--- config.mk ---
export PLATFORM = sky130hd
export DESIGN_NAME = sdrc_bank_sched
export DESIGN_NICKNAME = d
export VERILOG_FILES = /design/src/rtl/sdrc_bank_sched.sv
export SDC_FILE = /design/constraint.sdc
export NUM_CORES = 1
export LEC_CHECK = 0
export CAP_MARGIN = 25
export CELL_PAD_IN_SITES_DETAIL_PLACEMENT = 0
export CELL_PAD_IN_SITES_GLOBAL_PLACEMENT = 1
export CORE_UTILIZATION = 28
export CTS_CLUSTER_DIAMETER = 40
export DETAILED_ROUTE_END_ITERATION = 16
export HOLD_SLACK_MARGIN = 0.12
export PLACE_DENSITY_LB_ADDON = 0.08
export SLEW_MARGIN = 40
export SYNTH_ARGS = -nofsm -noshare
export SYNTH_HDL_FRONTEND = slang
export SYNTH_SLANG_ARGS = --single-unit
--- constraint.sdc ---
create_clock -name clk -period 5.61 [get_ports clk]
set_input_delay 1.4025 -clock clk [delete_from_list [all_inputs] [get_ports clk]]
set_output_delay 1.4025 -clock clk [all_outputs]
set_load 0.02 [all_outputs]
--- src/rtl/sdrc_bank_sched.sv ---
// Four-bank command scheduler: round-robin grant of bank FSM requests
// onto the single xfr_ctl port, with row priority, tRRD and refresh quiesce.
//
// Ports:
//   clk, reset_n              clock, synchronous active-low reset
//   b2s_req/cmd/addr/len/id   per-bank request bundle, bank i in slice i
//   s2b_ack                   one-hot accept back to the granted bank
//   s2x_req/cmd/ba/addr/len/id granted command to xfr_ctl
//   x2s_ack                   xfr_ctl accepts the current command
//   row_pri                   PRE/ACT win over RD/WR when set
//   trrd_delay                ACT-to-ACT spacing in cycles
//   ref_req, ref_gnt          refresh quiesce handshake

`ifndef OP_PRE
`define OP_PRE 2'b00
`endif
`ifndef OP_ACT
`define OP_ACT 2'b01
`endif
`ifndef OP_RD
`define OP_RD 2'b10
`endif
`ifndef OP_WR
`define OP_WR 2'b11
`endif
`ifndef REQ_BW
`define REQ_BW 12
`endif
`ifndef SDR_REQ_ID_W
`define SDR_REQ_ID_W 4
`endif

module sdrc_bank_sched #(
  parameter int NB = 4,
  parameter int RW = 13,
  parameter int LW = `REQ_BW,
  parameter int IW = `SDR_REQ_ID_W
) (
  input  logic             clk,
  input  logic             reset_n,
  input  logic [NB-1:0]    b2s_req,
  input  logic [2*NB-1:0]  b2s_cmd,
  input  logic [RW*NB-1:0] b2s_addr,
  input  logic [LW*NB-1:0] b2s_len,
  input  logic [IW*NB-1:0] b2s_id,
  output logic [NB-1:0]    s2b_ack,
  output logic             s2x_req,
  output logic [1:0]       s2x_cmd,
  output logic [1:0]       s2x_ba,
  output logic [RW-1:0]    s2x_addr,
  output logic [LW-1:0]    s2x_len,
  output logic [IW-1:0]    s2x_id,
  input  logic             x2s_ack,
  input  logic             row_pri,
  input  logic [3:0]       trrd_delay,
  input  logic             ref_req,
  output logic             ref_gnt
);

  typedef enum logic [1:0] {
    ARB  = 2'd0,
    HOLD = 2'd1,
    REF  = 2'd2
  } state_t;

  state_t        state;
  logic [1:0]    rr_ptr;
  logic [1:0]    gnt_idx;
  logic [3:0]    trrd_cnt;

  logic [1:0]    last_cmd;
  logic [1:0]    last_ba;
  logic [RW-1:0] last_addr;
  logic [LW-1:0] last_len;
  logic [IW-1:0] last_id;

  logic [NB-1:0] elig;
  logic [NB-1:0] rowc;
  logic [NB-1:0] cand;
  logic          found;
  logic [1:0]    win;
  logic [1:0]    sel;
  logic          sel_valid;
  logic          acc_act;

  always_comb begin
    elig = '0;
    rowc = '0;
    for (int i = 0; i < NB; i++) begin
      rowc[i] = (b2s_cmd[2*i +: 2] == `OP_PRE) ||
                (b2s_cmd[2*i +: 2] == `OP_ACT);
      elig[i] = b2s_req[i] &&
                !((b2s_cmd[2*i +: 2] == `OP_ACT) &&
                  (trrd_cnt != 4'd0));
    end
  end

  // Row priority narrows the field only if a row command is eligible.
  assign cand = (row_pri && |(elig & rowc)) ?
                (elig & rowc) : elig;

  // Scan downward so the entry closest to rr_ptr is kept last.
  always_comb begin
    logic [1:0] idx;
    found = 1'b0;
    win   = 2'd0;
    idx   = 2'd0;
    for (int k = 3; k >= 0; k--) begin
      idx = rr_ptr + 2'(k);
      if (cand[idx]) begin
        found = 1'b1;
        win   = idx;
      end
    end
  end

  always_comb begin
    sel       = win;
    sel_valid = 1'b0;
    s2x_req   = 1'b0;
    ref_gnt   = 1'b0;
    s2b_ack   = '0;
    if (reset_n) begin
      unique case (state)
        ARB: begin
          if (ref_req) begin
            ref_gnt = 1'b1;
          end else if (found) begin
            sel_valid = 1'b1;
            s2x_req   = 1'b1;
            if (x2s_ack)
              s2b_ack = NB'(1) << win;
          end
        end
        HOLD: begin
          sel       = gnt_idx;
          sel_valid = 1'b1;
          s2x_req   = b2s_req[gnt_idx];
          if (x2s_ack && b2s_req[gnt_idx])
            s2b_ack = NB'(1) << gnt_idx;
        end
        REF: ref_gnt = ref_req;
        default: ;
      endcase
    end
  end

  // Data outputs follow the selected bank, else keep the last values.
  assign s2x_cmd  = sel_valid ? b2s_cmd[2*sel +: 2]    : last_cmd;
  assign s2x_ba   = sel_valid ? sel                    : last_ba;
  assign s2x_addr = sel_valid ? b2s_addr[RW*sel +: RW] : last_addr;
  assign s2x_len  = sel_valid ? b2s_len[LW*sel +: LW]  : last_len;
  assign s2x_id   = sel_valid ? b2s_id[IW*sel +: IW]   : last_id;

  assign acc_act = (|s2b_ack) && (s2x_cmd == `OP_ACT);

  always_ff @(posedge clk) begin
    if (!reset_n) begin
      state     <= ARB;
      rr_ptr    <= 2'd0;
      gnt_idx   <= 2'd0;
      trrd_cnt  <= 4'd0;
      last_cmd  <= '0;
      last_ba   <= '0;
      last_addr <= '0;
      last_len  <= '0;
      last_id   <= '0;
    end else begin
      last_cmd  <= s2x_cmd;
      last_ba   <= s2x_ba;
      last_addr <= s2x_addr;
      last_len  <= s2x_len;
      last_id   <= s2x_id;
      if (acc_act)
        trrd_cnt <= trrd_delay;
      else if (trrd_cnt != 4'd0)
        trrd_cnt <= trrd_cnt - 4'd1;
      unique case (state)
        ARB: begin
          if (ref_req) begin
            state <= REF;
          end else if (found) begin
            if (x2s_ack) begin
              rr_ptr <= win + 2'd1;
            end else begin
              gnt_idx <= win;
              state   <= HOLD;
            end
          end
        end
        HOLD: begin
          if (b2s_req[gnt_idx] && x2s_ack) begin
            rr_ptr <= gnt_idx + 2'd1;
            state  <= ARB;
          end else if (!b2s_req[gnt_idx]) begin
            state <= ARB;
          end
        end
        REF: begin
          if (!ref_req)
            state <= ARB;
        end
        default: state <= ARB;
      endcase
    end
  end

endmodule

==> results of run 1 <==
==> report_power, final <==
group	switching [W]	leakage (nW)	internal [W]	total [W]
Sequential	0.0000190	0.350	0.000343	0.000362
Clock	0.000115	0.0911	0.000255	0.000370
Combinational	0.000487	2.23	0.000624	0.00111
Total	0.000620	2.67	0.00122	0.00184
==> metrics by stage <==
stage               hold WS, ns   util  cell area, um^2  setup slack, ns
floorplan                 0.433      -             3240            0.327
global placement          0.456  0.499             5510           -0.503
detailed placement        0.465  0.499             5510           -0.525
CTS                       0.479  0.510             5620           -0.137
global route              0.501  0.555             6120         -0.00651
finish                    0.475  0.555             6120           0.0953
==> synth_stat cells, types with 2 or more instances <==
master,n
o21ai_0,12
mux2_4,2
dfxtp_1,43
nor3_1,3
a31o_1,2
o31ai_1,2
nand2b_1,7
nor2_1,14
a21oi_2,3
nor2b_1,6
a21o_1,4
and3_1,2
buf_6,3
mux2_2,32
a31oi_1,2
buf_2,8
nand2_1,41
nor3b_1,2
o21ai_1,20
clkbuf_1,12
o211ai_1,2
inv_1,9
nand4_1,2
a21oi_1,9
and2_1,33
a31oi_2,2
mux2i_1,67
==> layer usage <==
layer | up-vias | GRT usage | routed length [um]
li1 | 1772 | - | -
met1 | 1590 | 0.211 | 4950
met2 | 108 | 0.305 | 5620
met3 | 4 | 0.0332 | 856
met4 | 0 | 0.0324 | 68
met5 | - | 0 | 0
==> sequential cells by signal (all words and copies together), names as in the netlist <==
signal and flops:
last_addr 13, last_len 12, last_id 4, trrd_cnt 4
gnt_idx 2, last_ba 2, last_cmd 2, rr_ptr 2
state 2
==> what timing repair did <==
item | CTS | global route
gates cloned | 0 | 5
endpoints found under the setup margin | 37 | 35
gates resized for setup | 140 | 106
buffers inserted | 2 | 9
pin swaps | 2 | 15
==> worst max-delay path by stage <==
stage,endpoint,slack (ns),cells after the start
floorplan,s2x_addr[0],0.33,11
global placement,s2x_addr[5],-0.50,14
detailed placement,s2x_len[10],-0.53,13
CTS,s2x_len[7],-0.14,14
global route,s2x_len[0],-0.007,13
finish,s2x_addr[3],0.1,14
==> cell type report <==
type                    instances  area share
inverters                       9     0.00552
repair buffers                242       0.394
multi-input cells             295       0.400
well taps                     140      0.0286
clock buffers                   6      0.0211
flip-flops and latches         43       0.141
clock inverters                 2     0.00981
==> logic make-up (layout without fill, tap and decap cells) <==
group / Yosys count / after routing / share of synthesized area
AO/OA/AOI/OAI: 71 / 71 / 0.148
buffers and inverters: 34 / 259 / 0.0510
AND/OR/NAND/NOR: 120 / 120 / 0.197
flip-flops: 43 / 43 / 0.266
multiplexers: 102 / 102 / 0.331
adder cells (fa/ha/maj): 1 / 1 / 0.00387
XOR/XNOR: 1 / 1 / 0.00271
==> critical path: stages <==
cell and delay [ns]:
clkdlybuf4s50_1 0.54, a21oi_4 0.11, nor4_2 0.17, buf_4 0.17, nor2_2 0.06, o211ai_1 0.31
a31oi_4 0.19, buf_12 0.18, buf_8 0.12, buf_12 0.12, mux2i_2 0.14, mux2_4 0.29
o21ai_4 0.17, buf_6 0.14
==> impl_metrics.json, run 1 <==
{
  "r2r_slack_ns": 1.43,
  "n_antenna_cell": 0,
  "drtIter0Drc": 87,
  "powerDensity_nw_per_um2": 301,
  "finalSetupViolations": 0,
  "io_buffer_count": 175,
  "fill_cells": 1049,
  "die_w_um": 109,
  "whs_path_depth": 1,
  "finalNonFillerCells": 737,
  "die_area_um2": 12000,
  "r2r_start": "trrd_cnt[0]",
  "firstDrtPassIters": 4,
  "cts.clk_slew.worst_paths_ns": 0.06,
  "async_reset_ff_frac": 0,
  "path_class": "in2out",
  "r2r_end": "trrd_cnt[3]",
  "cts_tree": "built",
  "relSlewSlack": 0.619,
  "ant_nets": 0,
  "numCtsBuffers": 5,
  "core_um2": 11000,
  "vias": 3474,
  "fin_skew_ns": 0.00250,
  "layout_commonest_cell": "clkdlybuf4s50_1",
  "synth_top_area_cell": "dfxtp_1",
  "yosysUniqueCellTypes": 55,
  "whs_endpoint": "state[1]",
  "arrival_ns": 4.11,
  "die_y_um": 109,
  "antenna_found_initial": 0,
  "final_cell_mix": "clkdlybuf4s50_1, buf_4, mux2i_1",
  "start_util": 0.293,
  "synthesis.area_um2": 3240,
  "synth_seq_cells": 43,
  "tightest_slew_ns": 0.571,
  "endpoint_kind": "output port",
  "hold_class": "reg2reg",
  "insertion_delay_ns": 0.28,
  "max_freq_ghz": 0.181,
  "boundaryPins": 176,
  "synth_cells": 372,
  "grt_overflow": 0,
  "dp.cells": 713,
  "grt_pass1_wl_um": 16100,
  "synth-edff-count": 0,
  "slew_violations": 0,
  "path_max_fanout": 5,
  "grt_start_max_net_pins": 49,
  "finalCriticalPeriod_ns": 5.51,
  "rr_worst_depth": 16,
  "power_w": 0.00184,
  "area_growth_pct": 89.2,
  "ctsHoldBuffers": 0,
  "crit_start": "b2s_cmd[6]",
  "synth_area_per_cell_um2": 8.70,
  "cts_sinks": 43,
  "post-dp-hpwl_um": 8340,
  "root_buffer": "clkbuf_16",
  "drv_cap": 0,
  "synth_area_leaders": "dfxtp_1, mux2i_1, mux2_2, and2_1, nand2_1",
  "wl_um": 11500,
  "synth-seq-area-share": 0.266,
  "grt_usage": 0.170,
  "drive_gt1_frac": 0.317,
  "avgViaCountPerCell": 4.71,
  "h-tree-depth": 2,
  "hp-start": "state[0]",
  "place.gp.congestion": 0.845,
  "nNetsFinal": 734,
  "fin_crit_sh": 0.983,
  "vdd.ir_drop.worst_uv": 205,
  "ys.warnings.count": 0,
  "power.leakage_nw": 2.67,
  "multi_input_comb_area_um2": 2450,
  "fin_tns_setup_ns": 0,
  "hold_viol_final": 0,
  "cts.path.max_buffers": 2,
  "yosys_most_used_dff": "dfxtp_1",
  "status": "finished, final reports clean",
  "yosys.area.top_type_share": 0.266,
  "row_count": 38,
  "syn_nets": 510,
  "first_global_vias": 3294,
  "wl_per_cell_um": 15.6,
  "required_ns": 4.21,
  "start_kind": "primary input",
  "register_area_um2": 861,
  "drc": 0
}
(Power assumes the default switching activity.)
==> run 2: changes to the inputs <==
ABC_AREA = 1   (was unset)
CORE_UTILIZATION = 26   (was 28)
==> run 2 against run 1 <==
Fmax up 1.4%. Via count up 34%. Hold slack worse by 0.0034 ns. Global-route usage up 4.8 points. Clock power down 7.0%. Critical path type unchanged. Critical endpoint is now s2x_addr[12]. Largest cell class is now buffers.
==> impl_metrics.json, run 2 <==
{
  "ant_nets": 0,
  "cts_tree": "built",
  "h-tree-depth": 2,
  "yosys_most_used_dff": "dfxtp_1",
  "synth_cells": 549,
  "finalNonFillerCells": 998,
  "regMostFlops": "last_addr",
  "post-dp-hpwl_um": 9940,
  "arrival_ns": 4.03,
  "yosys.area.top_type_share": 0.263,
  "wl_per_cell_um": 14.5,
  "layout_commonest_cell": "nand2_1",
  "required_ns": 4.21,
  "start_kind": "primary input",
  "boundaryPins": 176,
  "grt_overflow": 0,
  "synthMuxAreaShare": 0,
  "synth_xor_area_frac": 0.0107,
  "pwr-share-clk": 0.133,
  "grt_util_met3": 0.0471,
  "io_buffer_count": 175,
  "drtIter0Drc": 142,
  "slowest_delay_ns": 0.26,
  "relSlewSlack": 0.608,
  "finalSetupViolations": 0,
  "slew_violations": 0,
  "dp.cells": 952,
  "endpoint_kind": "output port",
  "p_int_w": 0.00148,
  "insertion_delay_ns": 0.30,
  "swShare": 0.427,
  "cp_cell_sequence": "clkbuf_2 -> inv_1 -> nor2_2 -> nand2_1 -> nand3_2 -> nand2_2 -> o21ai_4 -> nand2_2 -> nand3_2 -> nand3_2 -> nand2_4 -> nor2_4 -> nor2_4 -> nand2_4 -> nand2_2 -> nand2_4 -> nand2_8 -> buf_8 -> bufbuf_16 -> o21ai_0 -> o22ai_1 -> nand2_1 -> nand2_1 -> buf_6",
  "synth_area_per_cell_um2": 5.95,
  "top_regs": "last_addr: 13 flops, last_len: 12 flops",
  "first_global_vias": 4485,
  "row_count": 40,
  "avgViaCountPerCell": 4.68,
  "multi_input_comb_area_um2": 2300,
  "finalCriticalPeriod_ns": 5.44,
  "post-synth-top-count-cell": "nand2_1",
  "hold_viol_final": 0,
  "path_max_fanout": 5,
  "ys.warnings.count": 0,
  "power_frac_seq": 0.150,
  "numCtsBuffers": 5,
  "synth_seq_cells": 43,
  "die_w_um": 114,
  "ctsHoldBuffers": 0,
  "core_um2": 12100,
  "r2r_start": "trrd_cnt[0]",
  "power_w": 0.00258,
  "cts.path.max_buffers": 2,
  "cts_sinks": 43,
  "area_growth_pct": 101,
  "yosysUniqueCellTypes": 38,
  "yosys.area_share.simple": 0.377,
  "hp-start": "last_addr[0]",
  "die_area_um2": 13000,
  "grtUsageMet2": 0.372,
  "power.leakage_nw": 3.11,
  "start_util": 0.270,
  "fin_crit_sh": 0.969,
  "place.gp.congestion": 0.873,
  "root_buffer": "clkbuf_16",
  "synth_top_area_cell": "dfxtp_1",
  "drv_cap": 0,
  "crit_start": "b2s_cmd[0]",
  "grt.busiest_layer": "met2",
  "register_area_um2": 861,
  "antenna_found_initial": 0,
  "n_antenna_cell": 0,
  "wl_um": 14400,
  "comb_power_share": 0.716,
  "synth_top_family_by_area": "simple AND/OR/NAND/NOR gates",
  "largest_reg_flops": 13,
  "cp_slowest_cell": "bufbuf_16",
  "fin_skew_ns": 0.00453,
  "vdd.ir_drop.worst_uv": 209,
  "cts.clk_slew.worst_paths_ns": 0.06,
  "synthesis.area_um2": 3270,
  "grt_usage": 0.218,
  "synth_area_leaders": "dfxtp_1, nand2_1, o21ai_0, nor2_1, o22ai_1",
  "status": "finished, final reports clean",
  "grt_pass1_wl_um": 22100,
  "die_y_um": 114,
  "tightest_slew_ns": 0.588,
  "powerDensity_nw_per_um2": 393,
  "path_class": "in2out",
  "power.switching_w": 0.00110,
  "hold_class": "reg2reg",
  "nNetsFinal": 967,
  "final_cell_mix": "nand2_1, clkdlybuf4s50_1, buf_4",
  "synthAdderAreaFrac": 0.00383,
  "fill_cells": 1238,
  "max_freq_ghz": 0.184,
  "use_met1": 0.277,
  "synth-seq-area-share": 0.263,
  "async_reset_ff_frac": 0,
  "synth-compound-area-share": 0.250,
  "yosys-top-cells-count": "nand2_1, nor2_1, o21ai_0",
  "vias": 4667,
  "syn_nets": 687,
  "drive_gt1_frac": 0.296,
  "drc": 0,
  "utilization": 0.542,
  "grt_start_max_net_pins": 33,
  "synth-edff-count": 0,
  "firstDrtPassIters": 4
}
==> run 2: changes by cell type after synthesis, moves of 29 or more <==
cell     previous run  this run
mux2i_1            67         0
mux2_2             32         0
nand3_1             0        36
and2_1             33         0
nor2_1             14        81
o21ai_0            12        62
nand2_1            41       143
o22ai_1             0        29
==> run 2: final timing paths <==
check	cells past startpoint	slack (ns)	end
setup / recovery	24	0.17	s2x_addr[12]
hold / removal	2	0.47	last_addr[0]
setup reg to reg	37	0.81	last_addr[6]
hold reg to reg	2	0.47	last_addr[0]
==> run 2: routing by layer <==
metal  up-vias  routed length, um
li1       2389                  -
met1      2104               6300
met2       159               6830
met3        15               1120
met4         0                200
met5         -                  0
==> run 2: through the flow <==
step | hold slack [ns] | TNS (ns) | setup WS [ns] | instance area (um^2)
3_3_place_gp | 0.458 | -14.24 | -0.511 | 5820
4_1_cts | 0.476 | 0 | 0.00206 | 6410
2_1_floorplan | 0.447 | 0 | 0.695 | 3270
6_report | 0.472 | 0 | 0.173 | 6560
5_1_grt | 0.491 | -0.160 | -0.0441 | 6560
3_5_place_dp | 0.466 | -17.36 | -0.628 | 5820
==> run 2: repair_timing <==
action                                  CTS  global route
setup buffers                            24             7
endpoints found under the setup margin   37            37
resized for setup                       135           111
cloned                                    4             3
pin swaps                                18            40
==> run 2: layout make-up <==
class,count,share of cell area
timing repair buffer,303,0.435
multi-input combinational,434,0.351
sequential,43,0.131
clock inverter,3,0.00667
tap,168,0.0320
inverter,42,0.0248
clock buffer,5,0.0191
==> run 2: cell families (layout without fill, tap and decap cells) <==
logic type | after synthesis | after routing
AOI/OAI and AO/OA | 143 | 143
xor gates and xnor gates | 4 | 4
adders and majority gates | 1 | 1
buffers and inverters | 72 | 353
DFF | 43 | 43
and+or+nand+nor | 286 | 286
==> run 2: power groups by stage <==
stage	logic, W	clock network, W	registers, W
after floorplan	0.000856	0	0.000383
final	0.00185	0.000344	0.000387
after global placement	0.00144	0	0.000390
after CTS	0.00167	0.000355	0.000385
after global routing	0.00200	0.000365	0.000392
after detailed placement	0.00146	0	0.000391
==> run 2: worst max-delay path: cells and delay by family <==
| kind | cells | cell delay, ns |
|---|---|---|
| buffers and inverters | 5 | 0.64 |
| and+or+nand+nor | 16 | 1.51 |
| AOI/OAI and AO/OA | 3 | 0.47 |
==> run 3: changes to the inputs <==
==> constraint.sdc (replaced) <==
create_clock -name clk -period 5.61 [get_ports clk]
set_input_delay 1.683 -clock clk [delete_from_list [all_inputs] [get_ports clk]]
set_output_delay 1.683 -clock clk [all_outputs]
set_load 0.02 [all_outputs]
==> run 3 against run 2 <==
Hold slack got worse by 0.0023 ns. Sequential power about the same. The run now ends with setup timing left. Via count increased by 0.69%. Register-to-register slack improved by 1.1 ns. Worst setup slack got worse by 0.53 ns. Non-clock buffer count increased by 7. Design area increased by 7.8%. Combinational power increased by 14%. Clock power decreased by 1%.
==> impl_metrics.json, run 3 (synthesized netlist as in run 2, its figures left out) <==
{
  "first_global_vias": 4385,
  "arrival_ns": 4.28,
  "r2r_slack_ns": 1.91,
  "p_int_w": 0.00161,
  "ant_nets": 0,
  "power.switching_w": 0.00123,
  "die_y_um": 114,
  "h-tree-depth": 2,
  "comb_power_share": 0.745,
  "fill_cells": 1179,
  "rr_worst_depth": 29,
  "wl_um": 14900,
  "grt_pass1_wl_um": 21300,
  "whs_path_depth": 2,
  "max_freq_ghz": 0.168,
  "grt_overflow": 0,
  "status": "finished, violations left",
  "dp.cells": 949,
  "cts_sinks": 43,
  "root_buffer": "clkbuf_16",
  "power.leakage_nw": 3.17,
  "rsz0062_at_grt": "true",
  "row_count": 40,
  "path_max_fanout": 6,
  "drtIter0Drc": 176,
  "vdd.ir_drop.worst_uv": 165,
  "highest_layer": "met4",
  "ctsHoldBuffers": 0,
  "grt_usage": 0.208,
  "core_um2": 12100,
  "endpoint_kind": "output port",
  "tightest_slew_ns": 0.649,
  "finalCriticalPeriod_ns": 5.97,
  "wl_met3_um": 889,
  "n_antenna_cell": 0,
  "powerDensity_nw_per_um2": 401,
  "drive_gt1_frac": 0.370,
  "setup_ws_ns": -0.357,
  "finalNonFillerCells": 1005,
  "largest_reg_flops": 13,
  "drv_cap": 0,
  "area_growth_pct": 117,
  "fin_crit_sh": 1.06,
  "slew_violations": 0,
  "regMostFlops": "last_addr",
  "post-dp-hpwl_um": 9630,
  "fin_skew_ns": 0.00320,
  "drt-met1-wl_um": 6530,
  "start_kind": "primary input",
  "die_area_um2": 13000,
  "hold_class": "reg2reg",
  "wl_per_cell_um": 14.8,
  "pwr-share-clk": 0.120,
  "grt_start_max_net_pins": 33,
  "required_ns": 3.93,
  "antenna_found_initial": 0,
  "crit_start": "b2s_req[3]",
  "slowest_delay_ns": 0.26,
  "relSlewSlack": 0.567,
  "numCtsBuffers": 5,
  "drc": 0,
  "violations": "setup timing",
  "boundaryPins": 176,
  "vias": 4699,
  "holdWs_ns": 0.469,
  "nNetsFinal": 974,
  "path_class": "in2out",
  "finalSetupViolations": 32,
  "r2r_end": "trrd_cnt[2]",
  "hp-start": "last_id[3]",
  "swShare": 0.432,
  "cp_cell_sequence": "dlygate4sd2_1 -> nand3_2 -> nand2_2 -> o21ai_4 -> nand2_2 -> nand3_2 -> nand2_1 -> nand2_1 -> nand2_4 -> nand2_4 -> nand3_4 -> nand3_4 -> nand2_8 -> buf_12 -> buf_12 -> buf_8 -> buf_4 -> nand2_2 -> nand3_2 -> nand3_2 -> nand2_2 -> buf_6",
  "whs_endpoint": "last_id[3]",
  "place.gp.congestion": 0.856,
  "register_area_um2": 861,
  "start_util": 0.270,
  "cts.clk_slew.worst_paths_ns": 0.06,
  "layout_commonest_cell": "clkdlybuf4s50_1",
  "hold_viol_final": 0,
  "cts_tree": "built",
  "cts.path.max_buffers": 2,
  "r2r_start": "trrd_cnt[0]",
  "die_w_um": 114,
  "io_buffer_count": 175,
  "top_regs": "last_addr: 13 flops, last_len: 12 flops",
  "power_frac_seq": 0.136,
  "avgViaCountPerCell": 4.68,
  "firstDrtPassIters": 5,
  "multi_input_comb_area_um2": 2590,
  "final_cell_mix": "clkdlybuf4s50_1, nand2_1, buf_4",
  "insertion_delay_ns": 0.29,
  "pre_cts_slack_ns": -1.10,
  "wl_met2_um": 7320,
  "cp_slowest_cell": "dlygate4sd2_1"
}
run 3: cell count changes in the layout (fill, tap and decap cells not counted), moves of 9 or more:
cell      previous run  this run
buf_6                8        42
o21ai_0             49        22
o21ai_1             14        31
clkbuf_2            17         1
nor2_1              78        65
nor2_4               2        15
nand2_1            129       120
run 3: timing repair:
action,CTS,global route
gates cloned,4,6
pin swaps,30,65
gates resized for setup,311,128
hold endpoints to repair,0,0
setup endpoints to repair,38,38
buffers inserted,17,23
run 3: worst max-delay path: cells and delay by family:
family | cells | cell delay [ns]
AOI/OAI and AO/OA | 1 | 0.25
and+or+nand+nor | 15 | 1.40
buffers and inverters | 6 | 0.94
run 3: layer usage:
metal | vias up | track usage
li1 | 2397 | -
met1 | 2144 | 0.254
met2 | 144 | 0.374
met3 | 14 | 0.0424
met4 | 0 | 0.0459
met5 | - | 0
run 3: stage by stage:
stage / utilization / total power (W) / TNS (ns) / instance area (um^2)
after floorplan: - / 0.00124 / 0 / 3270
after global placement: 0.480 / 0.00184 / -36.48 / 5810
after detailed placement: 0.480 / 0.00184 / -36.95 / 5810
after CTS: 0.532 / 0.00250 / -6.49 / 6440
after global routing: 0.584 / 0.00302 / -13.29 / 7080
final: 0.584 / 0.00284 / -7.82 / 7080
run 3: how the worst max path moves through the flow:
stage / endpoint / slack, ns / cells past startpoint
floorplan: s2x_id[2] / 0.13 / 22
global placement: s2x_addr[8] / -1.08 / 23
detailed placement: s2x_addr[8] / -1.10 / 23
CTS: s2x_addr[8] / -0.25 / 24
global route: s2x_cmd[0] / -0.50 / 26
finish: s2x_cmd[0] / -0.36 / 22
run 3: final cells by class:
class,count,share of cell area
multi-input cells,434,0.366
flip-flops and latches,43,0.122
clock inverters,3,0.00619
clock buffers,5,0.0177
inverters,42,0.0240
well taps,168,0.0297
repair buffers,310,0.435
run 3: power by group through the flow:
stage | logic [W] | registers [W] | clock network, W
after detailed placement | 0.00145 | 0.000390 | 0
after floorplan | 0.000856 | 0.000383 | 0
after global routing | 0.00226 | 0.000392 | 0.000360
final | 0.00211 | 0.000386 | 0.000339
after global placement | 0.00145 | 0.000390 | 0
after CTS | 0.00177 | 0.000384 | 0.000347
